<file path="src/rtl/gb_pkg.sv">
// Shared Game Boy definitions: timer register map, TAC tap-select encoding,
// overflow-delay FSM states and the tap multiplexer helper.
package gb_pkg;

  // Timer register addresses on the CPU bus.
  localparam logic [15:0] TIMER_DIV_ADDR  = 16'hFF04;
  localparam logic [15:0] TIMER_TIMA_ADDR = 16'hFF05;
  localparam logic [15:0] TIMER_TMA_ADDR  = 16'hFF06;
  localparam logic [15:0] TIMER_TAC_ADDR  = 16'hFF07;

  // TAC[1:0] selects which sys_cnt bit clocks TIMA.
  typedef enum logic [1:0] {
    TacTap9 = 2'b00,
    TacTap3 = 2'b01,
    TacTap5 = 2'b10,
    TacTap7 = 2'b11
  } tac_tap_e;

  // Overflow delay FSM: four tick-paced delay slots, then one reload cycle.
  typedef enum logic [2:0] {
    StIdle   = 3'd0,
    StDelay0 = 3'd1,
    StDelay1 = 3'd2,
    StDelay2 = 3'd3,
    StDelay3 = 3'd4,
    StReload = 3'd5
  } ovf_state_e;

  // Return the sys_cnt bit chosen by the TAC tap select.
  function automatic logic tap_bit(input logic [15:0] cnt, input logic [1:0] sel);
    logic b;
    b = 1'b0;
    unique case (tac_tap_e'(sel))
      TacTap9: b = cnt[9];
      TacTap3: b = cnt[3];
      TacTap5: b = cnt[5];
      TacTap7: b = cnt[7];
      default: b = 1'b0;
    endcase
    return b;
  endfunction

endpackage

</file>
<file path="src/rtl/gb_timer_ovf.sv">
// TIMA overflow delay/cancel FSM, used only when TIMER_OVF_DELAY_EN is defined.
// After an overflow TIMA stays 0x00 for four ticks; the edge leaving the last
// delay slot reloads TIMA and the following single Clk raises the interrupt.
// A CPU write to TIMA while a delay slot is active abandons reload and irq.
module gb_timer_ovf
  import gb_pkg::*;
(
  input  logic i_clk,
  input  logic i_reset,
  input  logic i_tick,
  input  logic i_ovf,
  input  logic i_cancel,
  output logic o_reload,
  output logic o_irq
);

  ovf_state_e r_state;
  ovf_state_e w_state_nxt;

  // State register with synchronous reset; reset drops any pending reload.
  always_ff @(posedge i_clk) begin
    if (i_reset) begin
      r_state <= StIdle;
    end else begin
      r_state <= w_state_nxt;
    end
  end

  // Next-state logic; o_reload marks the edge that copies TMA into TIMA.
  always_comb begin
    w_state_nxt = r_state;
    o_reload    = 1'b0;
    unique case (r_state)
      StIdle: begin
        if (i_ovf) w_state_nxt = StDelay0;
      end
      StDelay0: begin
        if (i_cancel)    w_state_nxt = StIdle;
        else if (i_tick) w_state_nxt = StDelay1;
      end
      StDelay1: begin
        if (i_cancel)    w_state_nxt = StIdle;
        else if (i_tick) w_state_nxt = StDelay2;
      end
      StDelay2: begin
        if (i_cancel)    w_state_nxt = StIdle;
        else if (i_tick) w_state_nxt = StDelay3;
      end
      StDelay3: begin
        if (i_cancel) begin
          w_state_nxt = StIdle;
        end else if (i_tick) begin
          w_state_nxt = StReload;
          o_reload    = 1'b1;
        end
      end
      StReload: begin
        // Reload cycle lasts exactly one Clk so the irq is a single pulse.
        w_state_nxt = i_ovf ? StDelay0 : StIdle;
      end
      default: w_state_nxt = StIdle;
    endcase
  end

  assign o_irq = (r_state == StReload);

endmodule

</file>
<file path="src/rtl/gb_timer.sv">
// Game Boy DIV/TIMA/TMA/TAC timer.
// Optional feature macro: TIMER_OVF_DELAY_EN. When defined, a TIMA overflow
// holds TIMA at 0x00 for four ticks before reloading from TMA and raising the
// interrupt, and a TIMA write inside that window cancels both. When undefined,
// reload and interrupt happen on the overflow edge itself.
module gb_timer
  import gb_pkg::*;
(
  input  logic        Clk,
  input  logic        reset,
  input  logic        tick,
  input  logic [15:0] mem_addr,
  input  logic [7:0]  cpu_data_out,
  input  logic        mem_wren,
  output logic [7:0]  timer_data,
  output logic        timer_sel,
  output logic        timer_irq
);

  logic [15:0] r_sys_cnt;
  logic [7:0]  r_tima;
  logic [7:0]  r_tma;
  logic [2:0]  r_tac;
  logic        r_gate;

  logic        w_wr_div;
  logic        w_wr_tima;
  logic        w_wr_tma;
  logic        w_wr_tac;
  logic [15:0] w_sys_cnt_nxt;
  logic [2:0]  w_tac_nxt;
  logic [7:0]  w_tma_nxt;
  logic [7:0]  w_tima_nxt;
  logic [7:0]  w_reload_val;
  logic        w_gate_nxt;
  logic        w_inc;
  logic        w_ovf;
  logic        w_reload;
  logic        w_irq;

  assign w_wr_div  = mem_wren && (mem_addr == TIMER_DIV_ADDR);
  assign w_wr_tima = mem_wren && (mem_addr == TIMER_TIMA_ADDR);
  assign w_wr_tma  = mem_wren && (mem_addr == TIMER_TMA_ADDR);
  assign w_wr_tac  = mem_wren && (mem_addr == TIMER_TAC_ADDR);

  // Next values of counter and control registers, including CPU writes.
  always_comb begin
    w_sys_cnt_nxt = r_sys_cnt;
    if (w_wr_div) begin
      w_sys_cnt_nxt = 16'h0000;
    end else if (tick) begin
      w_sys_cnt_nxt = r_sys_cnt + 16'd1;
    end
    w_tac_nxt    = w_wr_tac ? cpu_data_out[2:0] : r_tac;
    w_tma_nxt    = w_wr_tma ? cpu_data_out : r_tma;
    // A TMA write landing on the reload edge is what TIMA receives.
    w_reload_val = w_tma_nxt;
  end

  // The gate is evaluated on the post-edge state so that counter steps, DIV
  // resets and TAC rewrites all show up as the same kind of falling edge.
  // Edges on Clk cycles without a tick are absorbed and not counted.
  assign w_gate_nxt = w_tac_nxt[2] & tap_bit(w_sys_cnt_nxt, w_tac_nxt[1:0]);
  assign w_inc      = tick & r_gate & ~w_gate_nxt;
  assign w_ovf      = w_inc & ~w_wr_tima & (r_tima == 8'hFF);

`ifdef TIMER_OVF_DELAY_EN
  gb_timer_ovf u_ovf (
    .i_clk    (Clk),
    .i_reset  (reset),
    .i_tick   (tick),
    .i_ovf    (w_ovf),
    .i_cancel (w_wr_tima),
    .o_reload (w_reload),
    .o_irq    (w_irq)
  );
`else
  logic r_irq;

  assign w_reload = w_ovf;

  // Interrupt pulse registered on the overflow edge, high for one Clk.
  always_ff @(posedge Clk) begin
    if (reset) begin
      r_irq <= 1'b0;
    end else begin
      r_irq <= w_ovf;
    end
  end

  assign w_irq = r_irq;
`endif

  // TIMA next value: CPU write beats reload, reload beats increment.
  always_comb begin
    w_tima_nxt = r_tima;
    if (w_wr_tima) begin
      w_tima_nxt = cpu_data_out;
    end else if (w_reload) begin
      w_tima_nxt = w_reload_val;
    end else if (w_inc) begin
      w_tima_nxt = r_tima + 8'd1;
    end
  end

  // Timer state registers with synchronous reset.
  always_ff @(posedge Clk) begin
    if (reset) begin
      r_sys_cnt <= 16'h0000;
      r_tima    <= 8'h00;
      r_tma     <= 8'h00;
      r_tac     <= 3'b000;
      r_gate    <= 1'b0;
    end else begin
      r_sys_cnt <= w_sys_cnt_nxt;
      r_tima    <= w_tima_nxt;
      r_tma     <= w_tma_nxt;
      r_tac     <= w_tac_nxt;
      r_gate    <= w_gate_nxt;
    end
  end

  assign timer_irq = w_irq;

  // Combinational read mux for the addressed timer register.
  always_comb begin
    timer_sel  = (mem_addr[15:2] == TIMER_DIV_ADDR[15:2]);
    timer_data = 8'hFF;
    if (timer_sel) begin
      unique case (mem_addr[1:0])
        2'b00:   timer_data = r_sys_cnt[15:8];
        2'b01:   timer_data = r_tima;
        2'b10:   timer_data = r_tma;
        2'b11:   timer_data = {5'b11111, r_tac};
        default: timer_data = 8'hFF;
      endcase
    end
  end

endmodule

</file>
<file path="config.mk">
export PLATFORM = sky130hd
export DESIGN_NAME = gb_timer
export DESIGN_NICKNAME = d
export VERILOG_FILES = /design/src/rtl/gb_pkg.sv /design/src/rtl/gb_timer_ovf.sv /design/src/rtl/gb_timer.sv
export SDC_FILE = /design/constraint.sdc
export NUM_CORES = 1
export LEC_CHECK = 0
export ABC_CLOCK_PERIOD_IN_PS = 9150
export CAP_MARGIN = 25
export CORE_ASPECT_RATIO = 2
export CORE_MARGIN = 2
export CORE_UTILIZATION = 40
export CTS_BUF_LIST = sky130_fd_sc_hd__clkbuf_16
export DETAILED_ROUTE_END_ITERATION = 7
export PLACE_DENSITY = 0.67
export SYNTH_ARGS = -nofsm -noshare
export SYNTH_HDL_FRONTEND = slang
export SYNTH_SLANG_ARGS = --single-unit
export TNS_END_PERCENT = 30
</file>
<file path="constraint.sdc">
create_clock -name Clk -period 9.15 [get_ports Clk]
set_input_delay 1.3725 -clock Clk [delete_from_list [all_inputs] [get_ports Clk]]
set_output_delay 1.3725 -clock Clk [all_outputs]
set_load 0.01 [all_outputs]
</file>
**Word-level counts from Yosys, hierarchy flattened**

Cells that the tools add are included.

- Output and inout port bits: 10
- Logic and storage cells: 46
- Bits in registers: 37
- Input bits: 28

- Reductions and logical operators: 8
- Add/sub/neg operators: 2
- Bitwise logic cells: 7
- Mux-type cells: 10
- Eq/ne operators: 12

Operators by type and width:

| operator | number |
|---|---|
| $eq A16 B16 Y1 const B | 4 |
| $mux W8 | 5 |
| $pmux W8 S4 | 1 |
| $mux W10 | 2 |
| $add A16 B1 Y16 const B | 1 |
| $eq A14 B14 Y1 const B | 1 |
| $add A8 B1 Y8 const B | 1 |
| $eq A2 B2 Y1 const B | 4 |
| $eq A8 B8 Y1 const B | 1 |
| $and A1 B1 Y1 | 5 |
| $eq A2 B1 Y1 const B | 2 |
| $logic_and A1 B1 Y1 | 4 |
| $logic_not A2 Y1 | 2 |
| $pmux W1 S4 | 1 |
| $mux W3 | 1 |
| $reduce_bool A3 Y1 | 1 |
| $not A1 Y1 | 2 |
| $reduce_or A2 Y1 | 1 |

**Longest topological paths before layout**

- Word-level depth: 12
- Mapped depth: 10
- Gate-level depth less buffers: 9

**Worst setup path before layout**

OpenSTA, ideal clock, no wires.

- Kind: input-to-output
- Start: input mem_addr[5]
- End: output timer_data[3]
- Slack: 4652 ps
- Arrival: 3125 ps
- Data required time: 7777 ps
- Stages: 6
- Buffers on the path: 2
- Path through: or4_1 or4_1 buf_2 inv_1 buf_1 nand2_1

- Longest elaborated chain between the ends: 2

RTL lines:

| item | line | RTL |
|---|---|---|
| from (decl) | gb_timer.sv:12 | `input logic [15:0] mem_addr,` |
| $eq A14 B14 Y1 | gb_timer.sv:127 | `timer_sel = (mem_addr[15:2] == TIMER_DIV_ADDR[15:2]);` |
| via timer_sel | gb_timer.sv:16 | `output logic timer_sel,` |
| $mux W8 | gb_timer.sv:129 | `if (timer_sel) begin` |
| to (decl) | gb_timer.sv:15 | `output logic [7:0] timer_data,` |

The timed path passes the listed nets, and every way through them passes these cells.

**Final worst setup path**

- Start: input mem_addr[5]
- End: output timer_sel

- Longest elaborated chain between the ends: 1

RTL lines:

| item | line |
|---|---|
| $eq A14 B14 Y1 | gb_timer.sv:127 |
| to (decl) | gb_timer.sv:16 |

Every way passes these cells.

==> impl_metrics.tcl <==
set metrics [dict create \
    outcome "completed" \
    skew_ps 7.01 \
    power_uw 347 \
    gp_congestion 0.861 \
    hold_buffers 0 \
    viasPerCell 5.51 \
    wl_per_cell_um 15.6 \
    die-area_um2 5730 \
    dpl.hpwl_um 4060 \
    cts.htree.levels 2 \
    cts_buffers 5 \
    critPathKind "in -> out" \
    yosysSeqAreaShare_pct 36.2 \
    maxCapViolCount 0 \
    cts_tree "done" \
    cp-end-kind "output port" \
    syn_to_final_growth_pct 26.3 \
    async_flop_share_pct 0 \
    hold_path_class "reg -> reg" \
    grt_pass1_vias 1933 \
    start_kind "primary input" \
    setup_viol 0 \
    yosysWarnings 0 \
    drcViolationCount 0 \
    max_slew_margin_pct 35.9 \
    io_buffer_count 37 \
    initial_core_util_pct 41.6 \
    finalWirelength_um 5210 \
    maxSlewViolCount 0 \
    hold_viol 0 \
    cts_root_buf "clkbuf_16" \
    vias 1846 \
    cts_num_sinks 37 \
    ir_drop_uv 163 \
    ys_types 46 \
    period_needed_ps 5360 \
    ant_nets 0 \
    drive_gt1_share_pct 7.91 \
    grt_pass1_wl_um 8710 \
    synth_edf_count 0 \
    cts_resized 0 \
    crit_fanout 15 \
    synth_top_flop_cell "dfxtp_1" \
    fin_tns_setup_ps 0 \
    critPathArrivalTime_ps 3990 \
    grt_max_degree 23 \
    nets 309 \
    die_w_um 54.6 \
    fin_crit_sh_pct 58.6 \
    required_ps 7780 \
    power.density_nw_per_um2 134 \
    fmax_mhz 187 \
    fp.dieH_um 105 \
    antenna_cells 0 \
    synth-seq-cells 37 \
    cts_setup_buffers 0 \
    first_pass_iters 4 \
    syn_inst 245 \
    placed_cells 329 \
    rows 36 \
    rsz0062_at_grt "false" \
    antenna_found_initial 0 \
    synth.net_count 275 \
    overflow 0 \
    track_usage_pct 20.6 \
    drtIter0Drc 29 \
    regToRegSetupSlack_ps 6740 \
    layoutNonFillerInstCount 335 \
    syn_area_um2 2040 \
    clk_pin_slew_ps 50 \
    cts_buffer_depth 2 \
    syn_area_per_cell_um2 8.34 \
    worst_pin_slew_ps 956 \
    io_pins 38 \
    clock_latency_ps 280 \
    core_area_um2 4910 \
    p_leak_nw 0.886 \
]
[critical path, cell delays in order]
cell and delay (ps):
clkdlybuf4s50_1 390, or4_1 500, or4_1 640, inv_1 440, clkdlybuf4s50_1 640
[layout make-up]
cell class	instances	area (um^2)
clock buffer	5	125
clock inverter	1	5.00
fill	484	2330
inverter	5	18.8
multi-input combinational	192	1240
sequential	37	741
tap	57	71.3
timing repair buffer	38	378
[report_power, final]
group          internal (mW)  switching [mW]
registers              0.162        0.000824
clock network         0.0971          0.0610
logic                 0.0145          0.0112
[through the flow]
step | util (%) | hold WS [ps] | setup WS (ps) | area (um^2)
finish | 52.6 | 511 | 3790 | 2580
global route | 52.6 | 536 | 3720 | 2580
CTS | 52.6 | 519 | 3800 | 2580
detailed placement | 49.9 | 505 | 3800 | 2450
global placement | 49.9 | 501 | 3800 | 2450
floorplan | - | 469 | 4650 | 2040
[state kept, by name (all words and copies together) (netlist names)]
name,flops
r_sys_cnt,16
r_tima,8
r_tma,8
r_tac,3
r_gate,1
timer_irq,1
[worst paths after layout]
path                                          endpoint  cells after the start                      start
worst min-delay path               r_tma[2]$_SDFF_PP0_                      2        r_tma[2]$_SDFF_PP0_
worst min register to register     r_tma[2]$_SDFF_PP0_                      2        r_tma[2]$_SDFF_PP0_
worst max register to register  r_tima[0]$_SDFFE_PP0P_                      8  r_sys_cnt[0]$_SDFFE_PP0P_
worst max-delay path                         timer_sel                      5                mem_addr[5]
[Yosys cell counts, types with 2 or more instances]
cell type,instances,area share [%]
nor2_1,39,7.2
dfxtp_1,37,36
nand2_1,26,4.8
mux2i_1,12,5.9
nand3_1,10,2.4
nand4_1,9,2.8
a21oi_1,8,2.0
clkbuf_1,8,1.5
nand2b_1,8,2.4
o21ai_0,8,2.0
xnor2_1,8,3.4
xor2_1,8,3.4
o22ai_1,7,2.1
mux2_2,6,3.3
inv_1,5,0.92
nor3_1,4,0.98
mux4_2,3,3.3
nor2b_1,3,0.92
a211oi_1,2,0.73
a21bo_1,2,0.98
a31oi_1,2,0.61
buf_1,2,0.37
ha_1,2,1.2
or3_1,2,0.61
or3_4,2,1.1
or4_1,2,0.73
[per-layer routing]
layer | vias to the layer above | global-route usage (%) | wire [um]
li1 | 934 | - | -
met1 | 862 | 21.6 | 1960
met2 | 35 | 37.3 | 2930
met3 | 15 | 2.71 | 117
met4 | 0 | 9.64 | 204
met5 | - | 0 | 0
[cells in the final DEF (no fill, tap or decap), types with 3 or more instances in the layout]
cell,Yosys,layout
a21oi_1,8,8
clkbuf_16,0,5
clkdlybuf4s50_1,0,37
dfxtp_1,37,37
inv_1,5,5
mux2_2,6,6
mux2i_1,12,12
mux4_2,3,3
nand2_1,26,26
nand2b_1,8,8
nand3_1,10,10
nand4_1,9,9
nor2_1,39,39
nor2b_1,3,3
nor3_1,4,4
o21ai_0,8,8
o22ai_1,7,7
xnor2_1,8,8
xor2_1,8,8
[cells by family (layout without fill, tap and decap cells)]
family	after synthesis	count (layout)	share of synthesized area [%]
mux	21	21	12.5
xor+xnor	16	16	6.85
compound gates	43	43	14.3
simple gates	110	110	25.9
flops	37	37	36.2
fa+ha+maj	2	2	1.22
buf+inv	16	49	3.00
No activity file was read; power rests on OpenSTA's default activity.
